--- src/rtl/mul_share_pkg.sv ---
// Shared types and default sizing for the time-shared multiplier sequencer.
package mul_share_pkg;

  localparam int N_REQ_DEF   = 4;   // requesters sharing the multiplier
  localparam int W_DEF       = 6;   // signed operand width
  localparam int PW_DEF      = 11;  // product width from the multiplier
  localparam int MUL_LAT_DEF = 7;   // edges from operand launch to valid product

  // Counter must be able to hold MUL_LAT itself.
  localparam int CNT_W = $clog2(MUL_LAT_DEF + 1);

  typedef enum logic [1:0] {
    IDLE = 2'd0,
    BUSY = 2'd1,
    RESP = 2'd2
  } state_t;

  // Index width for a requester vector; never zero bits.
  function automatic int idx_w(input int n);
    return (n > 1) ? $clog2(n) : 1;
  endfunction

endpackage

--- src/rtl/mul_share_seq_rr_arbiter.sv ---
// Combinational round-robin arbiter: first asserted request at or after ptr
// (wrapping) wins. Produces a one-hot grant plus the binary index.
module rr_arbiter #(
  parameter int N  = 4,
  parameter int IW = (N > 1) ? $clog2(N) : 1
) (
  input  logic [N-1:0]  req,
  input  logic [IW-1:0] ptr,
  input  logic          en,
  output logic [N-1:0]  gnt,
  output logic [IW-1:0] idx,
  output logic          any
);

  // Scan from lowest priority to highest so the highest-priority hit is the
  // last assignment and wins without needing a loop break.
  always_comb begin
    int j;
    gnt = '0;
    idx = '0;
    any = 1'b0;
    j   = 0;
    if (en) begin
      for (int k = N - 1; k >= 0; k--) begin
        j = int'(ptr) + k;
        if (j >= N) j = j - N;
        if (req[j]) begin
          idx = IW'(j);
          any = 1'b1;
        end
      end
    end
    if (any) gnt[idx] = 1'b1;
  end

endmodule

--- src/rtl/mul_share_seq.sv ---
// Time-shares one signed multiplier between N_REQ requesters. One operation
// is in flight at a time: operands are held on mul_a/mul_b for the whole
// multiplier latency, the product is captured, and returned to its owner.
module mul_share_seq
  import mul_share_pkg::*;
#(
  parameter int N_REQ   = N_REQ_DEF,
  parameter int W       = W_DEF,
  parameter int PW      = PW_DEF,
  parameter int MUL_LAT = MUL_LAT_DEF
) (
  input  logic                      clk,
  input  logic                      rst_n,
  input  logic [N_REQ-1:0]          req_valid,
  output logic [N_REQ-1:0]          req_ready,
  input  logic [N_REQ-1:0][W-1:0]   req_a,
  input  logic [N_REQ-1:0][W-1:0]   req_b,
  output logic [N_REQ-1:0]          rsp_valid,
  input  logic [N_REQ-1:0]          rsp_ready,
  output logic [PW-1:0]             rsp_p,
  output logic [W-1:0]              mul_a,
  output logic [W-1:0]              mul_b,
  output logic                      mul_en,
  input  logic [PW-1:0]             mul_p,
  output logic                      busy
);

  localparam int IW = idx_w(N_REQ);
  localparam int CW = $clog2(MUL_LAT + 1);

  state_t           state;
  logic [IW-1:0]    rr_ptr;
  logic [IW-1:0]    owner;
  logic [CW-1:0]    cnt;
  logic [N_REQ-1:0] gnt;
  logic [IW-1:0]    gnt_idx;
  logic             gnt_any;

  // Arbitration is only live in IDLE, so req_ready can never fire while an
  // operation owns the multiplier.
  rr_arbiter #(
    .N  (N_REQ),
    .IW (IW)
  ) u_arb (
    .req (req_valid),
    .ptr (rr_ptr),
    .en  (state == IDLE),
    .gnt (gnt),
    .idx (gnt_idx),
    .any (gnt_any)
  );

  assign req_ready = gnt;

  // Sequencer: launch on grant, count out the latency, capture, then hold the
  // response until its owner accepts it.
  always_ff @(posedge clk or negedge rst_n) begin
    if (!rst_n) begin
      state     <= IDLE;
      rr_ptr    <= '0;
      owner     <= '0;
      cnt       <= '0;
      mul_a     <= '0;
      mul_b     <= '0;
      rsp_p     <= '0;
      rsp_valid <= '0;
      mul_en    <= 1'b0;
      busy      <= 1'b0;
    end else begin
      case (state)
        IDLE: begin
          if (gnt_any) begin
            mul_a  <= req_a[gnt_idx];
            mul_b  <= req_b[gnt_idx];
            owner  <= gnt_idx;
            rr_ptr <= (gnt_idx == IW'(N_REQ - 1)) ? '0 : gnt_idx + 1'b1;
            cnt    <= '0;
            mul_en <= 1'b1;
            busy   <= 1'b1;
            state  <= BUSY;
          end
        end
        BUSY: begin
          // mul_p is only trustworthy once MUL_LAT edges have passed since
          // launch; cnt reaches MUL_LAT exactly on that edge's far side.
          if (cnt == CW'(MUL_LAT)) begin
            rsp_p     <= mul_p;
            rsp_valid <= N_REQ'(1) << owner;
            mul_en    <= 1'b0;
            state     <= RESP;
          end else begin
            cnt <= cnt + 1'b1;
          end
        end
        RESP: begin
          // Only the owner's rsp_ready matters; others are ignored.
          if (rsp_ready[owner]) begin
            rsp_valid <= '0;
            busy      <= 1'b0;
            state     <= IDLE;
          end
        end
        default: begin
          rsp_valid <= '0;
          mul_en    <= 1'b0;
          busy      <= 1'b0;
          state     <= IDLE;
        end
      endcase
    end
  end

endmodule

--- config.mk ---
export PLATFORM = sky130hd
export DESIGN_NAME = mul_share_seq
export DESIGN_NICKNAME = d
export VERILOG_FILES = /design/src/rtl/mul_share_pkg.sv /design/src/rtl/mul_share_seq_rr_arbiter.sv /design/src/rtl/mul_share_seq.sv
export SDC_FILE = /design/constraint.sdc
export NUM_CORES = 1
export LEC_CHECK = 0
export CORE_UTILIZATION = 30
export CTS_BUF_LIST = sky130_fd_sc_hd__clkbuf_2 sky130_fd_sc_hd__clkbuf_4 sky130_fd_sc_hd__clkbuf_8
export DETAILED_ROUTE_END_ITERATION = 10
export SETUP_SLACK_MARGIN = 0.5
export SLEW_MARGIN = 10
export SYNTH_ARGS = -nofsm -noshare
export SYNTH_HDL_FRONTEND = slang
export SYNTH_SLANG_ARGS = --single-unit
--- constraint.sdc ---
create_clock -name clk -period 2.45 [get_ports clk]
set_input_delay 0.49 -clock clk [delete_from_list [all_inputs] [get_ports clk]]
set_output_delay 0.49 -clock clk [all_outputs]
set_load 0.03 [all_outputs]
==> impl_metrics.yaml <==
outcome:
  status: "complete, but fails checks"
  violations: "setup timing"
global_routing:
  grtUsageTotal_pct: 16.6
  grt_start_max_net_pins: 39
  grt_pass1_wl_um: 9710
  gr-total-overflow: 0
  antenna_found_initial: 0
  grt_pass1_vias: 2098
route:
  vias: 2129
  drtIter0Drc: 36
  ant_nets: 0
  route.detailed.drc: 0
  totalWireLength_um: 5960
  first_pass_iters: 4
  wl_per_cell_um: 13.3
  viasPerCell: 4.75
synth:
  synth_edf_count: 0
  synth_largest_area_cell: "dfrtp_1"
  synth.distinct_cells: 46
  synth.avg_cell_area_um2: 9.27
  synth-seq-cells: 38
  yosysSeqAreaShare_pct: 43.8
  synth_area_leaders: "dfrtp_1, nand2_1, a32oi_1"
  ys.flop_type: "dfrtp_1"
  postSynth.asyncResetShare_pct: 100
  synth_top_area_share_pct: 43.8
  yosys_warnings: 0
  syn_nets: 309
  netlist_instances: 234
  synthesis.area_um2: 2170
setup_path:
  worstPathMaxFanout: 4
  cp-end-kind: "output pin"
  slowest_delay_ns: 0.56
  arrival_ns: 2.10
  start_kind: "input pin"
  path_class: "input pin to output pin"
  required_ns: 1.96
  crit_chain: "clkbuf_2 > nor2b_4 > or4_4 > a21oi_4 > buf_4 > ha_4 > and3_4 > buf_12"
  cpMaxStageDelayCell: "or4_4"
die:
  num_rows: 30
  die_h_um: 87.0
  ioPinCount: 102
  core_um2: 6910
  dieArea_um2: 7580
  start_util_pct: 31.4
  die_w_um: 87.0
timing:
  setup_violations: 4
  hold_violations: 0
  setup-tns-final_ns: -0.492
  fin_ws_ns: -0.141
  timing.final.crit_period_ns: 2.59
  hold_slack_ns: 0.300
  clock_skew_ns: 0.00908
  slew-limit-headroom_pct: 44.0
  slew_violations: 0
  fmax_mhz: 386
  period_share_pct: 106
  worstMarginPinSlew_ns: 0.840
  grt_setup_unrepaired: "true"
clock_tree:
  cts-buffers-inserted: 5
  cts_max_level: 2
  clock_sinks: 38
  insertion_delay_ns: 0.29
  clk_transition_reported_paths_ns: 0.07
  clock_path_buffers: 2
  cts-root-buf: "clkbuf_8"
  cts_tree: "yes"
  ctsHoldBuffers: 0
min_path:
  hold_class: "input pin to asynchronous set/reset pin"
placed_design:
  gp_congestion: 0.754
  place_ws_ns: -0.602
  dp_hpwl_um: 4600
  io_buffers: 101
  placed_cells: 434
finish:
  antenna-diode-count: 0
  fin_nets: 428
  instances_no_fill: 448
  final_cell_mix: "clkdlybuf4s50_1, nand2_1, dfrtp_1, buf_4, nor2_1"
  area_growth_pct: 65.6
  layout_commonest_cell: "clkdlybuf4s50_1"
  layout-drive-gt1-share_pct: 21.3
power:
  finalPower_uw: 3880
  ir_worst_vdd_mv: 0.468
  p_leak_uw: 0.00154
  cellPowerDensity_nw_per_um2: 1080
run:
  cap_violations: 0
cells by family (layout without fill, tap and decap cells):
kind of cell | after synthesis | in the layout | share of synthesized area (%)
fa+ha+maj | 6 | 6 | 3.46
compound gates | 66 | 66 | 21.7
simple gates | 98 | 98 | 22.7
mux | 4 | 4 | 1.90
flops | 38 | 38 | 43.8
buf+inv | 22 | 140 | 6.34
critical path, delay by kind of cell:
family          cells  cell delay, ns
simple gates        3            0.87
buf+inv             3            0.38
compound gates      1            0.25
fa+ha+maj           1            0.11
worst paths after layout:
kind                                   start  cells past startpoint      endpoint  slack [ns]
worst min register to register      rsp_p[2]                      2      rsp_p[2]        0.47
worst min-delay path                   rst_n                      1        cnt[2]        0.30
min in group clk                    rsp_p[2]                      2      rsp_p[2]        0.47
worst max-delay path            req_valid[2]                      8  req_ready[3]       -0.14
worst max register to register     rr_ptr[0]                      8      mul_b[1]        0.49
max in group asynchronous              rst_n                      1     rr_ptr[0]        1.56
sequential cells by signal, indices dropped and copies added, names as in the netlist:
signal and cells:
mul_a 6, rsp_valid 4, mul_en 1, rsp_p 11, mul_b 6, busy 1
owner 2, cnt 3, rr_ptr 2, state 2
metrics by stage:
stage / instance area [um^2] / util, %
after CTS: 3550 / 51.3
after floorplan: 2250 / -
after detailed placement: 3430 / 49.7
final: 3590 / 52.0
after global routing: 3590 / 52.0
after global placement: 3430 / 49.7
cell usage after synthesis (2+ instances only):
library cell / number
mux2i_1: 3
a21oi_1: 3
and3_1: 7
clkbuf_2: 2
o21ai_1: 10
buf_2: 2
nand2_1: 47
nor2b_4: 2
inv_1: 5
and3_2: 8
a32oi_1: 11
o2bb2ai_1: 2
nand3b_1: 3
clkbuf_8: 2
a21boi_0: 8
ha_1: 6
a31oi_1: 11
a22o_1: 2
clkbuf_1: 6
buf_6: 2
or2_2: 2
a21boi_1: 3
a32o_1: 2
nor2_1: 19
o21ai_0: 7
dfrtp_1: 38
or4_4: 2
per-layer routing:
metal  global-route usage (%)  up-vias  part of all wire, %  wire (um)
met1                     20.3      968                   42       2510
met5                        0        -                    0          0
li1                         -     1072                    -          -
met3                     5.50       10                  8.4        501
met2                     27.4       79                   48       2850
met4                     5.91        0                  1.7        104
power by group:
group	total [uW]	leakage [uW]	internal [uW]	switching, uW
registers	1150	0.000456	936	212
logic	2310	0.00104	1070	1240
clock network	422	0.0000431	217	205
total	3880	0.00154	2220	1660
cell type report:
type	instances	area (um^2)
fillers	683	3310
repair buffers	128	1230
multi-input cells	174	1170
flip-flops and latches	38	953
well taps	96	120
clock buffers	6	82.6
inverters	6	27.5
what timing repair did:
action,4_1_cts,5_1_grt
pin swaps,4,11
resized for setup,20,6
buffers inserted,4,4
endpoints found under the setup margin,25,19
No activity file was read; power rests on OpenSTA's default activity.
